### src/rtl/mux_2x1_arbiter_pkg.sv
// mux_2x1_arbiter_pkg: shared state and select encodings for the two-requester arbiter
package mux_2x1_arbiter_pkg;
  typedef enum logic [1:0] {
    IDLE = 2'b00,
    G0   = 2'b01,
    G1   = 2'b10
  } state_t;
  localparam int   WIDTH_DEF = 32;
  localparam logic SEL_I0    = 1'b0;
  localparam logic SEL_I1    = 1'b1;
endpackage

### src/rtl/mux_2x1.sv
// mux_2x1: two-input word multiplexer, S=0 picks I0, S=1 picks I1
module mux_2x1 #(
  parameter int WIDTH = 32
) (
  input  logic [WIDTH-1:0] I0,
  input  logic [WIDTH-1:0] I1,
  input  logic             S,
  output logic [WIDTH-1:0] Y
);
  assign Y = S ? I1 : I0;
endmodule

### src/rtl/mux_2x1_arbiter.sv
// mux_2x1_arbiter: round-robin arbiter sharing one mux_2x1 between two requesters and a sink
module mux_2x1_arbiter
  import mux_2x1_arbiter_pkg::*;
#(
  parameter int WIDTH    = WIDTH_DEF,
  parameter int MAX_HOLD = 4,
  parameter int CNT_W    = 2
) (
  input  logic             clk,
  input  logic             reset,
  input  logic             req0,
  input  logic             req1,
  input  logic [WIDTH-1:0] din0,
  input  logic [WIDTH-1:0] din1,
  input  logic             sink_ready,
  output logic             gnt0,
  output logic             gnt1,
  output logic             sel,
  output logic [WIDTH-1:0] dout,
  output logic             dout_valid
);
  state_t           state, nxt;
  logic             last;
  logic [CNT_W-1:0] cnt;
  logic [WIDTH-1:0] y;
  logic             xfer, at_max, enter;
  mux_2x1 #(.WIDTH(WIDTH)) u_mux (.Y(y), .S(sel), .I0(din0), .I1(din1));
  assign gnt0 = state == G0;
  assign gnt1 = state == G1;
  always_comb begin
    xfer   = ((state == G0 && req0) || (state == G1 && req1)) && sink_ready;
    at_max = cnt == CNT_W'(MAX_HOLD - 1);
    nxt    = state;
    case (state)
      IDLE:    nxt = (req0 && req1) ? (last ? G0 : G1) : req0 ? G0 : req1 ? G1 : IDLE;
      G0:      nxt = !req0 ? (req1 ? G1 : IDLE) : (xfer && at_max && req1) ? G1 : G0;
      G1:      nxt = !req1 ? (req0 ? G0 : IDLE) : (xfer && at_max && req0) ? G0 : G1;
      default: nxt = IDLE;
    endcase
    enter  = nxt != state && nxt != IDLE;
  end
  // a solo requester at the hold limit keeps its grant; only its tenure count restarts
  always_ff @(posedge clk or posedge reset) begin
    if (reset) begin
      state      <= IDLE;
      sel        <= SEL_I0;
      last       <= 1'b1;
      cnt        <= '0;
      dout       <= '0;
      dout_valid <= 1'b0;
    end else begin
      state      <= nxt;
      dout_valid <= xfer;
      if (xfer) dout <= y;
      if (enter) begin
        last <= nxt == G1;
        sel  <= (nxt == G1) ? SEL_I1 : SEL_I0;
        cnt  <= '0;
      end else if (xfer) begin
        cnt  <= at_max ? '0 : cnt + 1'b1;
      end
    end
  end
endmodule

### config.mk
export PLATFORM = sky130hd
export DESIGN_NAME = mux_2x1_arbiter
export DESIGN_NICKNAME = d
export VERILOG_FILES = /design/src/rtl/mux_2x1_arbiter_pkg.sv /design/src/rtl/mux_2x1.sv /design/src/rtl/mux_2x1_arbiter.sv
export SDC_FILE = /design/constraint.sdc
export NUM_CORES = 1
export LEC_CHECK = 0
export BUFFER_PORTS_ARGS = -buffer_cell sky130_fd_sc_hd__clkbuf_2
export CAP_MARGIN = 30
export CELL_PAD_IN_SITES_DETAIL_PLACEMENT = 0
export CELL_PAD_IN_SITES_GLOBAL_PLACEMENT = 1
export CORE_ASPECT_RATIO = 1.2
export CORE_UTILIZATION = 33
export DETAILED_ROUTE_END_ITERATION = 10
export PLACE_DENSITY = 0.75
export SLEW_MARGIN = 10
export SYNTH_ARGS = -nofsm -noshare
export SYNTH_HDL_FRONTEND = slang
export SYNTH_SLANG_ARGS = --single-unit
### constraint.sdc
create_clock -name clk -period 4.02 [get_ports clk]
set_input_delay 0.603 -clock clk [delete_from_list [all_inputs] [get_ports clk]]
set_output_delay 0.603 -clock clk [all_outputs]
set_load 0.005 [all_outputs]
== After elaboration in Yosys (flattened, before gate mapping) ==
Index checks and enable logic that the tools add are counted.
Storage, ports and cells
  register bits: 39
  latch bits: 0
  RAM bits: 0
  ROM bits: 0
  input port bits: 69
  output and inout port bits: 36
  logic and storage cells: 39
  memories kept: 0
Operators by class
  $add $sub $neg: 1
  multipliers: 0
  divide/modulo/power cells: 0
  magnitude comparators: 0
  equality and inequality tests: 5
  shifts and indexed selects: 0
  multiplexer cells: 15
  bitwise logic cells: 0
  reduce and logical (&&, ||, !) cells: 12
Operator list (number)
  $mux 32: 1
  $mux 2: 11
  $logic_and 1x1->1: 8
  $eq 2x2->1 const B: 3
  $pmux 2 s3: 1
  $reduce_bool 2->1: 2
  $add 2x1->2 const B: 1
  $eq 2x1->1 const B: 1
  $logic_not 2->1: 1
  $mux 1: 2
  $ne 2x2->1: 1
  $logic_or 1x1->1: 1

== Longest topological paths before layout ==
Gate-level depths: netlist (run 1).
  word-level depth: 12
  gate-level depth with buffers: 6
  mapped depth without buffers: 4

== Hierarchy ==
Synthesis (run 1) repeated with hierarchy kept, for this count alone.
Second synthesis, totals
  cell total of the unflattened synthesis: 160
  area, all modules: 2398.6 µm²
Modules (own cells, without submodules)
  mux_2x1_arbiter: times used 1, cells each 124, area an instance 1854.3 µm², sequential area each 977.2 µm²
  mux_2x1: times used 1, cells each 36, area an instance 544.3 µm², sequential area each 0.0 µm²

== Worst setup path after synthesis (run 1) ==
No wires, ideal clock.
  path kind: input to register
  from: in sink_ready
  to: reg dout[0]
  setup time: 124 ps
  data arrival time: 1396 ps
  required time: 3896 ps
  slack: 2500 ps
  cell stages on the path: 6
  buffers on the path: 3
  path through: buf_2 and4b_1 buf_6 buf_6 nor3_2 a21oi_2
Between the ends
  cells in the longest elaborated chain, start to end: 1
Ends and longest elaborated chain
  from (decl): RTL line mux_2x1_arbiter.sv:15  | input logic sink_ready,
  $logic_and 1x1->1: RTL line mux_2x1_arbiter.sv:31  | xfer = ((state == G0 && req0) || (state == G1 && req1)) && sink_ready;
  to (signal assigned): RTL line mux_2x1_arbiter.sv:54  | if (xfer) dout <= y;
  to (decl): RTL line mux_2x1_arbiter.sv:19  | output logic [WIDTH-1:0] dout,
Every way passes these cells.
A chain may end at the register's enable or synchronous reset.

== Worst setup path in the final report (run 1) ==
  from: reg state[1]
  to: reg cnt[0]
Between the ends
  cells in the longest elaborated chain, start to end: 12
  elaborated cells between the ends (all ways): 20
  classes of those cells: eq/ne: 3; mux: 6; reduce/logical: 11
Ends and longest elaborated chain
  from (decl): RTL line mux_2x1_arbiter.sv:22  | state_t state, nxt;
  from (signal assigned): RTL line mux_2x1_arbiter.sv:52  | state <= nxt;
  $eq 2x1->1 or $eq 2x2->1 (tied branches): RTL line mux_2x1_arbiter.sv:31, mux_2x1_arbiter.sv:34
  $logic_and 1x1->1: RTL line mux_2x1_arbiter.sv:31
  $logic_or 1x1->1: RTL line mux_2x1_arbiter.sv:31
  $logic_and 1x1->1: RTL line mux_2x1_arbiter.sv:31
  $logic_and 1x1->1: RTL line mux_2x1_arbiter.sv:36, mux_2x1_arbiter.sv:37
  $logic_and 1x1->1, on equally long branches: RTL line mux_2x1_arbiter.sv:37, mux_2x1_arbiter.sv:36
  $mux 2, on equally long branches (2 in series): RTL line mux_2x1_arbiter.sv:37, mux_2x1_arbiter.sv:36
  $pmux 2 s3: RTL line mux_2x1_arbiter.sv:34  | case (state)
  $ne 2x2->1 or $reduce_bool 2->1 (tied branches): RTL line mux_2x1_arbiter.sv:40  | enter = nxt != state && nxt != IDLE;
  $logic_and 1x1->1: RTL line mux_2x1_arbiter.sv:40
  $mux 2 or $reduce_bool 2->1 (tied branches)
  to (signal assigned): RTL line mux_2x1_arbiter.sv:60  | cnt <= at_max ? '0 : cnt + 1'b1;
  to (decl): RTL line mux_2x1_arbiter.sv:24  | logic [CNT_W-1:0] cnt;
Parallel ways exist; a longest one is shown, timed or not.

==> reports/metrics.yaml, run 1 <==
outcome: "finished clean"
path_buf_inv: 1
r2r_start: "state[1]"
antenna_cells: 0
max_stage_delay_ps: 690
critical_path.cell_chain: "and4b_2, buf_16, o21ai_1, a221oi_2"
post-cts-setup-buffer-count: 0
tightest_slew_ps: 610
seq_area_sq_um: 978
rsz0062_at_grt: "no"
slew-limit-headroom_pct: 59.4
vias: 1857
pre_cts_slack_ps: 1740
peakVddDrop_v: 0.000274
track_usage_pct: 14.0
first_global_vias: 1754
netlist_instances: 203
finalNetCount: 369
clock_sinks: 39
r2r_cells: 4
async_flop_share_pct: 100
post-dp-hpwl_um: 3470
die_w_um: 79.1
ctsResizeCount: 0
synth_nets: 273
syn_to_final_growth_pct: 30.1
p_per_area_nw_per_um2: 554
clock_skew_ps: 7.96
cts_buffer_depth: 2
rows: 33
syn_area_sq_um: 2350
fmax_ghz: 0.506
syn_area_per_cell_sq_um: 11.6
cts_made_buffers: 5
grt_max_degree: 40
place_congestion: 0.783
cts_tree: "built"
grt_use_met3_pct: 3.00
rrSetupSlack_ps: 2050
slowest_stage: "and4b_2"
start_util_pct: 34.3
yosysWarningCount: 0
cts.clk_slew.worst_paths_ps: 80
detail_route.iter0.violations: 71
cts-root-buf: "clkbuf_8"
via_per_inst: 4.80
grt.busiest_layer: "met2"
critPathRequiredTime_ps: 4220
insertion_delay_ps: 290
gr-total-overflow: 0
die-area_sq_um: 7470
critPathKind: "reg2reg"
cap_violations: 0
ys_seq_elements: 39
core-area_sq_um: 6850
drt_pass1_iterations: 4
setup_slack_ps: 2050
cp_top_family: "simple AND/OR/NAND/NOR gates"
hold_viol: 0
drt-total-wl_um: 5200
r2r-end: "cnt[0]"
ys.flop_type: "dfrtp_1"
setup_tns_ps: 0
hold_ws_ps: 410
ctsHtreeMaxLevel: 2
drv_slew: 0
synth_cell_types: 34
met2_usage_pct: 24.2
cts.hold.buffers_added: 0
hold_path.class: "in2async"
power.leakage_nw: 1.43
path_max_fanout: 19
io_buffers: 104
antenna_found_initial: 0
met1_usage_pct: 17.3
drc: 0
arrival_ps: 2170
drtAntennaViolNets: 0
drive_gt1_share_pct: 61.7
final.period_utilization_pct: 49.1
finalCriticalPeriod_ps: 1970
synth_edf_count: 0
worstSetupEndpointType: "flip-flop"
multiInputGateArea_sq_um: 1200
n_fill_cell: 695
die_height_um: 94.5
setup_viol: 0
ys_seq_area_share_pct: 41.5
final_util_pct: 44.7
pin_count: 105
cp-start-kind: "flip-flop"
grt_pass1_wl_um: 8260
routedWlPerCell_um: 13.4
routing by layer:
| layer | routed length (um) | part of all wire, % | vias up |
|---|---|---|---|
| met1 | 2360 | 45 | 853 |
| met4 | 46 | 0.88 | 0 |
| met3 | 304 | 5.8 | 4 |
| met2 | 2500 | 48 | 67 |
| met5 | 0 | 0 | - |
| li1 | - | - | 933 |
logic make-up (layout without fill, tap and decap cells):
| family | count (synthesis) | count (layout) | share of synthesized area, % |
|---|---|---|---|
| simple gates | 55 | 55 | 19.2 |
| flops | 39 | 39 | 41.5 |
| fa+ha+maj | 1 | 1 | 0.532 |
| compound gates | 51 | 51 | 17.5 |
| buf+inv | 25 | 122 | 7.60 |
| mux | 32 | 32 | 13.6 |
per-stage QoR:
| stage | instances | power (W) | instance area (sq um) |
|---|---|---|---|
| finish | 387 | 0.00170 | 3060 |
| global placement | 375 | 0.00134 | 2830 |
| detailed placement | 375 | 0.00135 | 2830 |
| floorplan | 203 | 0.00112 | 2350 |
| global route | 387 | 0.00181 | 3060 |
| CTS | 383 | 0.00170 | 2950 |
area by class of cell:
class / instances / area share (%)
clock buffers: 6 / 2.70
clock inverters: 2 / 1.14
inverters: 5 / 0.613
multi-input cells: 139 / 39.2
flip-flops and latches: 39 / 32.0
well taps: 87 / 3.56
repair buffers: 109 / 20.8
Yosys cell counts, types with 2 or more instances:
cell type  number  share of area (%)
and3_1          2               0.53
o21ai_0         3               0.64
nor3_2         30                 13
clkbuf_4        2               0.64
nand3_1         2               0.43
o21ai_1         2               0.43
dfrtp_1        38                 40
a221oi_2        2                1.3
inv_1           5               0.80
nand2_1         2               0.32
mux2i_1        32                 14
nor2_1          4               0.64
nand4b_1        3                1.1
and4b_1         2               0.85
buf_4           2               0.64
a21oi_2        30                 11
nor3_1          3               0.64
buf_6           8                3.8
nor2b_1         3               0.80
a21boi_0        2               0.64
a21oi_1         6                1.3
buf_2           8                1.7
registers in the layout, summed over array words and instances (netlist names):
name	cells
cnt	2
sel	1
dout	32
state	2
dout_valid	1
last	1
cell usage in the layout (no fill, tap or decap), drive strengths merged:
master,n
nand3,2
nor3b,1
dfstp,1
a21oi,36
o21ai,5
a211o,1
nor2b,3
nor3,33
nand2,3
buf,5
nor2,4
nand2b,1
o21a,1
dfrtp,38
ha,1
clkinv,2
clkbuf,110
and2,1
o31ai,1
inv,4
nand4b,3
a221oi,2
and4b,2
bufinv,1
mux2i,32
a21boi,2
and3,2
o22ai,1
a22o,1
o221a,1
worst max path at each step:
stage,start,endpoint,slack [ps],cells after the start
6_report,state[1],cnt[0],2050,4
5_1_grt,state[1],cnt[0],1920,4
4_1_cts,sel,sel,1850,1
3_5_place_dp,req0,cnt[0],1740,4
3_3_place_gp,req0,cnt[1],1820,4
2_1_floorplan,sink_ready,dout[0],2500,6
report_power, final:
part	total (W)	internal, W	switching, W	leakage, nW
sequential	0.000688	0.000546	0.000142	0.438
combinational	0.000671	0.000384	0.000288	0.926
clock	0.000336	0.000201	0.000135	0.0612
tightest hold or removal path, delay by kind of cell:
kind / cells / cell delay, ps
buffers and inverters: 3 / 530
No activity file was read; power rests on OpenSTA's default activity.
==> inputs of run 2 (changes only) <==
clock period = 2 ns   (was 4.02 ns; I/O delays follow)
==> reports/metrics.yaml, run 2 (synthesis results as in run 1) <==
outcome: "finished clean"
drive_gt1_share_pct: 61.9  # +0.25 points
core-area_sq_um: 6850  # unchanged
cts.hold.buffers_added: 0  # unchanged
ctsResizeCount: 0  # unchanged
fmax_ghz: 0.605
cp-start-kind: "flip-flop"
setup_tns_ps: 0  # unchanged
final.period_utilization_pct: 82.7
finalNetCount: 371  # +0.54%
via_per_inst: 4.71  # -1.8%
pre_cts_slack_ps: 419  # -1320 ps
detail_route.iter0.violations: 38  # -46%
switching_share_pct: 33.6  # +0.32 points
combPwrFrac_pct: 39.7  # about the same
rsz0062_at_grt: "no"
critPathLaunch: "sel"
syn_to_final_growth_pct: 29.8
track_usage_pct: 13.7  # -0.29 points
cts-root-buf: "clkbuf_8"
largest_reg_flops: 32  # unchanged
p_seq_share_pct: 41.2  # +0.6 points
cp-endpoint: "sel"
cts_buffer_depth: 2  # unchanged
r2r_start: "state[1]"
start_util_pct: 34.3  # unchanged
first_global_vias: 1727  # -1.5%
dpl_cell_area_sq_um: 2940  # +3.8%
routedWlPerCell_um: 12.9  # -4.0%
path_max_fanout: 18  # -1
hold_viol: 0  # unchanged
gr-total-overflow: 0  # unchanged
worstSetupEndpointType: "output port"
cts_made_buffers: 5  # unchanged
rows: 33  # unchanged
die-area_sq_um: 7470  # unchanged
stdcell_area_sq_um: 3050  # -0.25%
slew-limit-headroom_pct: 48.2  # -11 points
reg_top3: "dout x32, cnt x2, state x2"
drc: 0  # unchanged
power_switching_w: 0.00113  # +100%
rrSetupSlack_ps: 390  # -1660 ps
final_cell_mix: "104 x clkbuf_2, 37 x dfrtp_1, 32 x mux2i_1, 30 x nor3_2, 30 x a21oi_2"
pin_count: 105  # unchanged
peakVddDrop_v: 0.000412  # +50%
vias: 1833  # -1.3%
insertion_delay_ps: 280  # about the same
setup_viol: 0  # unchanged
n_fill_cell: 682  # -1.9%
tightest_slew_ps: 773  # +163 ps
clock_sinks: 39  # unchanged
cts_tree: "built"
finalCriticalPeriod_ps: 1650
cap_violations: 0  # unchanged
critPathKind: "reg2out"
p_clk_share_pct: 19.2  # -0.6 points
antenna_found_initial: 0  # unchanged
p_int_w: 0.00223  # +97%
grt_pass1_wl_um: 7990  # -3.3%
critPathRequiredTime_ps: 1700  # -2520 ps
regMostFlops: "dout"
r2r_cells: 4  # unchanged
cts.clk_slew.worst_paths_ps: 80  # about the same
post-dp-hpwl_um: 3800  # +9.4%
setup_slack_ps: 346  # -1700 ps
drt-total-wl_um: 5020  # -3.5%
die_w_um: 79.1  # unchanged
die_height_um: 94.5  # unchanged
arrival_ps: 1350  # -820 ps
power.leakage_nw: 1.43  # about the same
hold_path.class: "in2async"
drtAntennaViolNets: 0  # unchanged
ctsHtreeMaxLevel: 2  # unchanged
grt_max_degree: 26  # -35%
place_congestion: 0.718  # -8.3%
drv_slew: 0  # unchanged
clock_skew_ps: 4.99  # -2.96 ps
io_buffers: 104  # unchanged
post-cts-setup-buffer-count: 0  # unchanged
final_common_cell: "clkbuf_2"
drt_pass1_iterations: 4  # unchanged
p_per_area_nw_per_um2: 1100  # +99%
r2r-end: "dout[10]"
antenna_cells: 0  # unchanged
run 2: power by group through the flow:
stage / Sequential [W] / Combinational, W / Clock, W
after floorplan: 0.00134 / 0.000905 / 0
after global placement: 0.00140 / 0.00135 / 0
after detailed placement: 0.00140 / 0.00136 / 0
after CTS: 0.00139 / 0.00136 / 0.000683
after global routing: 0.00143 / 0.00148 / 0.000701
final: 0.00138 / 0.00133 / 0.000644
run 2: worst min path at each step:
stage / startpoint / to / slack (ps) / depth (start not counted)
after floorplan: reset / cnt[0] / 500 / 1
after global placement: reset / dout[20] / 370 / 2
after detailed placement: reset / dout[27] / 370 / 2
after CTS: reset / dout[27] / 50 / 2
after global routing: reset / dout[27] / 70 / 2
final: reset / dout[27] / 30 / 2
run 2: through the flow:
| stage | hold WS, ps | utilization [%] | total power, W | cells |
|---|---|---|---|---|
| final | 34.3 | 44.6 | 0.00336 | 389 |
| after detailed placement | 370 | 42.9 | 0.00277 | 381 |
| after floorplan | 504 | - | 0.00225 | 203 |
| after global placement | 372 | 42.9 | 0.00275 | 381 |
| after global routing | 71.2 | 44.6 | 0.00361 | 389 |
| after CTS | 52.0 | 44.6 | 0.00344 | 389 |
run 2: layout make-up:
| cell class | count | area, sq um | area share (%) |
|---|---|---|---|
| inverter | 5 | 18.8 | 0.615 |
| clock buffer | 5 | 68.8 | 2.25 |
| timing repair buffer | 111 | 636 | 20.8 |
| clock inverter | 3 | 43.8 | 1.43 |
| tap | 87 | 109 | 3.56 |
| sequential | 39 | 978 | 32.0 |
| multi-input combinational | 139 | 1200 | 39.3 |
run 2: critical path: stages (launching register included):
cell and delay (ps):
dfrtp_2 690, buf_12 240, clkbuf_2 130
run 2: per-layer routing:
layer	vias to the layer above	share of wire, %	track usage (%)
li1	927	-	-
met1	839	44	16.8
met2	65	49	23.3
met3	2	6.4	3.67
met4	0	0.48	4.09
met5	-	0	0
